--- config.mk ---
export PLATFORM = sky130hd
export DESIGN_NAME = sync_mem_stream_reader
export DESIGN_NICKNAME = d
export VERILOG_FILES = /design/src/rtl/sync_mem_stream_reader.sv
export SDC_FILE = /design/constraint.sdc
export NUM_CORES = 1
export LEC_CHECK = 0
export CAP_MARGIN = 5
export CORE_MARGIN = 2
export CORE_UTILIZATION = 55
export DETAILED_ROUTE_END_ITERATION = 12
export GPL_ROUTABILITY_DRIVEN = 0
export PLACE_DENSITY_LB_ADDON = 0.3
export SLEW_MARGIN = 10
export SYNTH_ARGS = -nofsm -noshare
export SYNTH_HDL_FRONTEND = slang
export SYNTH_SLANG_ARGS = --single-unit
export TNS_END_PERCENT = 30
--- constraint.sdc ---
create_clock -name CLK -period 4.8 [get_ports CLK]
set_clock_uncertainty 0.2 [all_clocks]
set_input_delay 0.48 -clock CLK [delete_from_list [all_inputs] [get_ports CLK]]
set_output_delay 0.48 -clock CLK [all_outputs]
set_load 0.01 [all_outputs]
--- src/rtl/sync_mem_stream_reader.sv ---
// rtl/sync_mem_stream_reader.sv - burst read sequencer for a one-cycle-latency synchronous memory
// Issues credit-limited reads and drains the returned words through a 3-entry valid/ready FIFO.
module sync_mem_stream_reader #(
  parameter int WIDTH = 5,
  parameter int DEPTH = 4,
  localparam int AW = (DEPTH > 1) ? $clog2(DEPTH) : 1,
  localparam int CW = $clog2(DEPTH + 1)
) (
  input  logic             CLK,
  input  logic             RESET,
  input  logic             START,
  input  logic [AW-1:0]    BASE,
  input  logic [CW-1:0]    COUNT,
  output logic             BUSY,
  output logic             DONE,
  output logic [AW-1:0]    RADDR,
  output logic             RE,
  input  logic [WIDTH-1:0] RDATA,
  output logic [WIDTH-1:0] OUT_DATA,
  output logic             OUT_VALID,
  input  logic             OUT_READY
);

  typedef enum logic {S_IDLE, S_BUSY} state_t;

  state_t           state, state_next;
  logic [AW-1:0]    addr;
  logic [CW-1:0]    remaining;
  logic [CW-1:0]    left;
  logic             inflight;
  logic [WIDTH-1:0] fifo [3];
  logic [1:0]       rd_ptr, wr_ptr, fcount;
  logic             push, pop, issue, start_accept;

  function automatic logic [AW-1:0] next_addr(input logic [AW-1:0] a);
    return (a == AW'(DEPTH - 1)) ? '0 : a + AW'(1);
  endfunction

  function automatic logic [1:0] next_ptr(input logic [1:0] p);
    return (p == 2'd2) ? 2'd0 : p + 2'd1;
  endfunction

  assign push      = inflight;
  assign OUT_VALID = (fcount != 2'd0);
  assign pop       = OUT_VALID && OUT_READY;
  assign OUT_DATA  = OUT_VALID ? fifo[rd_ptr] : '0;
  assign BUSY      = (state == S_BUSY);
  assign RADDR     = addr;
  assign RE        = issue;

  always_comb begin
    state_next   = state;
    issue        = 1'b0;
    DONE         = 1'b0;
    start_accept = 1'b0;
    case (state)
      S_IDLE: begin
        if (START) begin
          start_accept = 1'b1;
          state_next   = S_BUSY;
        end
      end
      S_BUSY: begin
        // Credit counts the word already in flight, so the FIFO can always absorb it.
        issue = (remaining != '0) && (({1'b0, fcount} + {2'b00, inflight}) < 3'd3);
        if ((left == '0) || (pop && (left == CW'(1)))) begin
          DONE       = 1'b1;
          state_next = S_IDLE;
        end
      end
      default: state_next = S_IDLE;
    endcase
  end

  always_ff @(posedge CLK) begin
    if (RESET) begin
      state     <= S_IDLE;
      addr      <= '0;
      remaining <= '0;
      left      <= '0;
      inflight  <= 1'b0;
      rd_ptr    <= 2'd0;
      wr_ptr    <= 2'd0;
      fcount    <= 2'd0;
    end else begin
      state    <= state_next;
      inflight <= issue;
      if (start_accept) begin
        addr      <= BASE;
        remaining <= COUNT;
        left      <= COUNT;
      end else begin
        if (issue) begin
          addr      <= next_addr(addr);
          remaining <= remaining - CW'(1);
        end
        if (pop) left <= left - CW'(1);
      end
      if (push) wr_ptr <= next_ptr(wr_ptr);
      if (pop)  rd_ptr <= next_ptr(rd_ptr);
      case ({push, pop})
        2'b10:   fcount <= fcount + 2'd1;
        2'b01:   fcount <= fcount - 2'd1;
        default: fcount <= fcount;
      endcase
    end
  end

  always_ff @(posedge CLK) begin
    if (push) fifo[wr_ptr] <= RDATA;
  end

  no_overflow: assert property (@(posedge CLK) disable iff (RESET)
    !(push && !pop && (fcount == 2'd3)));

endmodule
==> results of run 1 <==
[power by group]
| group | total [mW] | switching [mW] | internal [mW] |
|---|---|---|---|
| registers | 0.330 | 0.0176 | 0.312 |
| logic | 0.146 | 0.0705 | 0.0757 |
| clock network | 0.147 | 0.0918 | 0.0551 |
| total | 0.623 | 0.180 | 0.443 |
[layout make-up]
type                    count  area share
inverters                   8      0.0169
well taps                  30      0.0211
multi-input cells          90       0.341
clock buffers               5      0.0211
flip-flops and latches     33       0.455
repair buffers             24       0.135
clock inverters             3     0.00984
[path summary, 6_finish.rpt]
check / cells past startpoint / slack, ns / start / endpoint
worst min-delay path: 2 / 0.35 / RADDR[0] / RADDR[0]
worst max-delay path: 6 / 2.03 / fcount[0] / RE
worst max register to register: 6 / 2.78 / fcount[0] / RADDR[0]
worst min register to register: 2 / 0.35 / RADDR[0] / RADDR[0]
[worst min-delay path, stage by stage (launching register included)]
cell,delay [ns]
dfxtp_1,0.35
nand2_1,0.08
a311oi_2,0.09
[sequential cells by signal, summed over array words and instances (netlist names), 2 cells and up, named ones only]
register	count
RADDR	2
fcount	2
fifo	15
left	3
rd_ptr	2
remaining	3
wr_ptr	2
[routing by layer]
layer / wire, µm / part of all wire / track usage
met1: 1050 / 0.41 / 0.193
met4: 54 / 0.021 / 0.0836
met5: 0 / 0 / 0
met2: 1310 / 0.52 / 0.338
met3: 119 / 0.047 / 0.0651
[cell families after synthesis]
kind of cell / share of synthesized area
DFF: 0.554
AOI/OAI and AO/OA: 0.103
adders and majority gates: 0.0769
muxes: 0.0342
and+or+nand+nor: 0.164
xor gates and xnor gates: 0.0359
buffers and inverters: 0.0316
[cells in the final DEF (no fill, tap or decap), types with 2 or more instances in the layout]
cell type        count
nor3_1               3
nand2_1              4
clkbuf_4             5
inv_1                7
clkdlybuf4s50_1     24
xor2_1               3
mux2i_1              5
clkinv_2             2
nor2_1              25
a21oi_1             17
or3_1                2
xnor2_1              3
edfxtp_1            15
nor3b_1              2
o21bai_1             2
dfxtp_1             18
ha_1                 9
[cell usage after synthesis]
master,instances
nor2_1,25
dfxtp_1,18
a21oi_1,17
edfxtp_1,15
ha_1,9
inv_1,7
mux2i_1,5
nand2_1,4
clkbuf_1,3
nor3_1,3
xnor2_1,3
xor2_1,3
nor3b_1,2
o21bai_1,2
or3_1,2
a2111oi_0,1
a211o_1,1
a311oi_2,1
and2b_1,1
and2b_4,1
and4_1,1
buf_2,1
inv_2,1
nand2_4,1
nand2b_1,1
nand2b_2,1
nand3_4,1
nand4_1,1
nor3b_2,1
o21ai_0,1
o21ai_1,1
o21ai_2,1
==> results.toml, run 1 <==
[die]
row_count = 18
die_w_um = 55.6
die_h_um = 55.6
start_util = 0.586
pin_count = 25
core_area_um2 = 2500
die-area_um2 = 3090

[outcome]
status = "finished, final reports clean"

[clocking]
cts.path.max_buffers = 2
cts_root_buffer = "clkbuf_4"
cts_tree = "built"
cts-buffers-inserted = 5
cts_setup_buffers = 0
htree_levels = 2
hold_buffers = 0
cts_num_sinks = 33
clk_latency_ns = 0.33
cts.reportedPaths.clkPinSlew_ns = 0.10
cts_resized = 0

[drt]
wl_um = 2530
first_pass_iters = 4
routedWlPerCell_um = 13.1
drc = 0
drt_iter0_markers = 30
num_vias = 1022
vias_per_cell = 5.30
detail-route-antenna-nets = 0

[global_routing]
grt_pass1_wl_um = 4400
grt-ovfl-total = 0
track_usage = 0.187
antenna_found_initial = 0
grt_pass1_vias = 1041
grt_max_degree = 15

[sta]
tightest_slew_ns = 0.859
maxSlewViolCount = 0
hold_viol_final = 0
finalSetupViolCount = 0
setup_ws_ns = 2.03
clock.fmax_mhz = 362
fin_setup_tns_ns = 0
fin_crit_ns = 2.77
whs_ns = 0.354
relSlewSlack = 0.426
rsz0062_at_grt = "no"
post-route-period-util = 0.576

[pwr]
power_density_nw_per_um2 = 350
power_uw = 623
leakagePower_nw = 0.683
peakVddDrop_v = 0.000267

[yosys]
synth_cell_type_count = 32
yosys.area.top_type = "edfxtp_1"
synth_top_area_frac = 0.308
synth_area_um2 = 1460
ys_seq_area_frac = 0.554
syn_avg_cell_area_um2 = 10.8
synthTopCellsByArea = "edfxtp_1 (31%), dfxtp_1 (25%), ha_1 (7.7%)"
syn_inst = 135
yosys_register_bits = 33
syn_nets = 158
yosys_warnings = 0

[critical_path]
crit_chain = "ha_1 -> ha_1 -> and2b_4 -> nand3_4 -> inv_1 -> clkdlybuf4s50_1"
crit_path_end_kind = "output port"
startpoint_type = "flip-flop"
max_stage_delay_ns = 0.52
critical_path_buf_inv_count = 2
crit_fanout = 8
cp_common_cell = "ha_1"
cp.arrival_ns = 2.09
crit_type = "reg -> out"
required_ns = 4.12
crit_family = "buffers and inverters"
cp_slowest_cell = "clkdlybuf4s50_1"

[flow_run]
maxCapViolations = 0

[min_path]
holdCritPathClass = "reg -> reg"

[placed_design]
placed_area_um2 = 1730
place_inst = 185
io_buffers = 24
hpwl_um = 1930
pre_cts_slack_ns = 2.10

[finish]
final_util = 0.712
area_delta_synth_final_pct = 21.6
fin_cells = 193
nFillCells = 190
drive_gt1_frac = 0.0982
layout.nets = 185
register_area_um2 = 811
multi_input_area_um2 = 607
final_area_um2 = 1780
antenna_cells = 0
No activity file was read; power rests on OpenSTA's default activity.
==> run 2: changes to the inputs <==
--- a/config.mk
+++ b/config.mk
@@ -7,7 +7,7 @@
 export LEC_CHECK = 0
 export CAP_MARGIN = 5
 export CORE_MARGIN = 2
-export CORE_UTILIZATION = 55
+export CORE_UTILIZATION = 46
 export DETAILED_ROUTE_END_ITERATION = 12
 export GPL_ROUTABILITY_DRIVEN = 0
 export PLACE_DENSITY_LB_ADDON = 0.3
==> constraint.sdc (replaced) <==
create_clock -name CLK -period 2.4 [get_ports CLK]
set_clock_uncertainty 0.2 [all_clocks]
set_input_delay 0.24 -clock CLK [delete_from_list [all_inputs] [get_ports CLK]]
set_output_delay 0.24 -clock CLK [all_outputs]
set_load 0.01 [all_outputs]
==> results.toml, run 2 (same netlist as run 1, synthesis figures left out) <==
[clocking]
htree_levels = 2
cts_tree = "built"
cts.path.max_buffers = 2
hold_buffers = 0
cts_num_sinks = 33
cts_root_buffer = "clkbuf_4"
cts_setup_buffers = 0
cts-buffers-inserted = 5
cts.reportedPaths.clkPinSlew_ns = 0.10
clk_latency_ns = 0.32

[sta]
tightest_slew_ns = 0.518
fin_crit_ns = 2.26
relSlewSlack = 0.654
hold_viol_final = 0
rsz0062_at_grt = "no"
fin_setup_tns_ns = 0
maxSlewViolCount = 0
finalSetupViolCount = 0
post-route-period-util = 0.941
clock.fmax_mhz = 443

[drt]
routedWlPerCell_um = 12.1
drt_iter0_markers = 15
first_pass_iters = 3
detail-route-antenna-nets = 0
vias_per_cell = 4.92
drc = 0
wl_um = 2540
num_vias = 1029

[critical_path]
crit_type = "reg -> out"
startpoint_type = "flip-flop"
crit_path_end_kind = "output port"
cp.arrival_ns = 1.82
crit_fanout = 5
required_ns = 1.96

[finish]
largestRegisters = "fifo: 15 flops, left: 3 flops, remaining: 3 flops"
layout.nets = 187
drive_gt1_frac = 0.115
final_common_cell = "nor2_1"
area_delta_synth_final_pct = 24.2
largest_register = "fifo"
antenna_cells = 0
final_area_um2 = 1820
largest_reg_flops = 15
final_cell_mix = "nor2_1 (25), clkdlybuf4s50_1 (23), a21oi_1 (17), dfxtp_1 (16), edfxtp_1 (15)"

[die]
core_area_um2 = 3030
pin_count = 25
start_util = 0.483
die_w_um = 60.4
row_count = 20
die_h_um = 60.4
die-area_um2 = 3650

[pwr]
power_density_nw_per_um2 = 684
peakVddDrop_v = 0.000389
power_mw = 1.24
leakagePower_nw = 0.700

[placed_design]
placed_area_um2 = 1760
hpwl_um = 1890
io_buffers = 24

[global_routing]
antenna_found_initial = 0
grt_pass1_wl_um = 4360
grt_max_degree = 15
track_usage = 0.167
grt-ovfl-total = 0
grt_pass1_vias = 1020

[flow_run]
maxCapViolations = 0

[outcome]
status = "finished, final reports clean"

[min_path]
holdCritPathClass = "in -> reg"
## run 2: cell count changes in the layout (fill, tap and decap cells not counted)
| cell | previous run | this run |
|---|---|---|
| dlygate4sd2_1 | 0 | 1 |
| o21ai_2 | 1 | 0 |
| buf_4 | 0 | 2 |
| clkinvlp_4 | 1 | 0 |
| o21ai_4 | 0 | 1 |
| clkdlybuf4s50_1 | 24 | 23 |
| dfxtp_1 | 18 | 16 |
| dfxtp_2 | 0 | 2 |
| clkbuf_1 | 0 | 1 |
## run 2: path summary, 6_finish.rpt
path | from | endpoint | slack, ns | cells after the start
worst min-delay path | COUNT[1] | left[1] | 0.30 | 3
worst max-delay path | flip-flop | OUT_DATA[4] | 0.14 | 5
worst min register to register | fcount[1] | fcount[1] | 0.34 | 2
worst max register to register | fcount[0] | RADDR[0] | 0.41 | 6
## run 2: metrics by stage
| step | hold WS [ns] | utilization | worst slack, ns | cells |
|---|---|---|---|---|
| final | 0.303 | 0.600 | 0.141 | 209 |
| after global routing | 0.293 | 0.600 | 0.0313 | 209 |
| after CTS | 0.304 | 0.598 | 0.103 | 209 |
| after detailed placement | 0.330 | 0.581 | 0.168 | 201 |
| after global placement | 0.313 | 0.581 | 0.208 | 201 |
| after floorplan | 0.108 | - | 0.528 | 135 |
## run 2: final cells by class
cell class,count,area (µm²)
well taps,44,55.1
inverters,8,30.0
repair buffers,26,254
clock buffers,6,41.3
fillers,277,1210
multi-input cells,90,614
flip-flops and latches,33,813
clock inverters,2,10.0
## run 2: critical path: stages (launching register included)
cell,delay (ns)
dfxtp_1,0.52
mux2i_1,0.23
nor2_1,0.05
a21oi_1,0.14
nor2_1,0.06
clkdlybuf4s50_1,0.49
## run 2: what timing repair did
| item | 4_1_cts | 5_1_grt |
|---|---|---|
| gates cloned | 0 | 0 |
| pin swaps | 0 | 0 |
| gates resized for setup | 2 | 2 |
| setup endpoints to repair | 1 | 1 |
| endpoints found under the hold margin | 0 | 0 |
## run 2: per-layer routing
metal  GRT usage  wire length [µm]  vias to the layer above
li1            -                 -                      527
met1       0.185              1140                      473
met2       0.293              1220                       24
met3      0.0597               133                        5
met4      0.0652                39                        0
met5           0                 0                        -
## run 2: where the power goes
part | switching (mW) | internal [mW]
logic | 0.142 | 0.154
clock network | 0.175 | 0.111
registers | 0.0364 | 0.625
total | 0.354 | 0.890
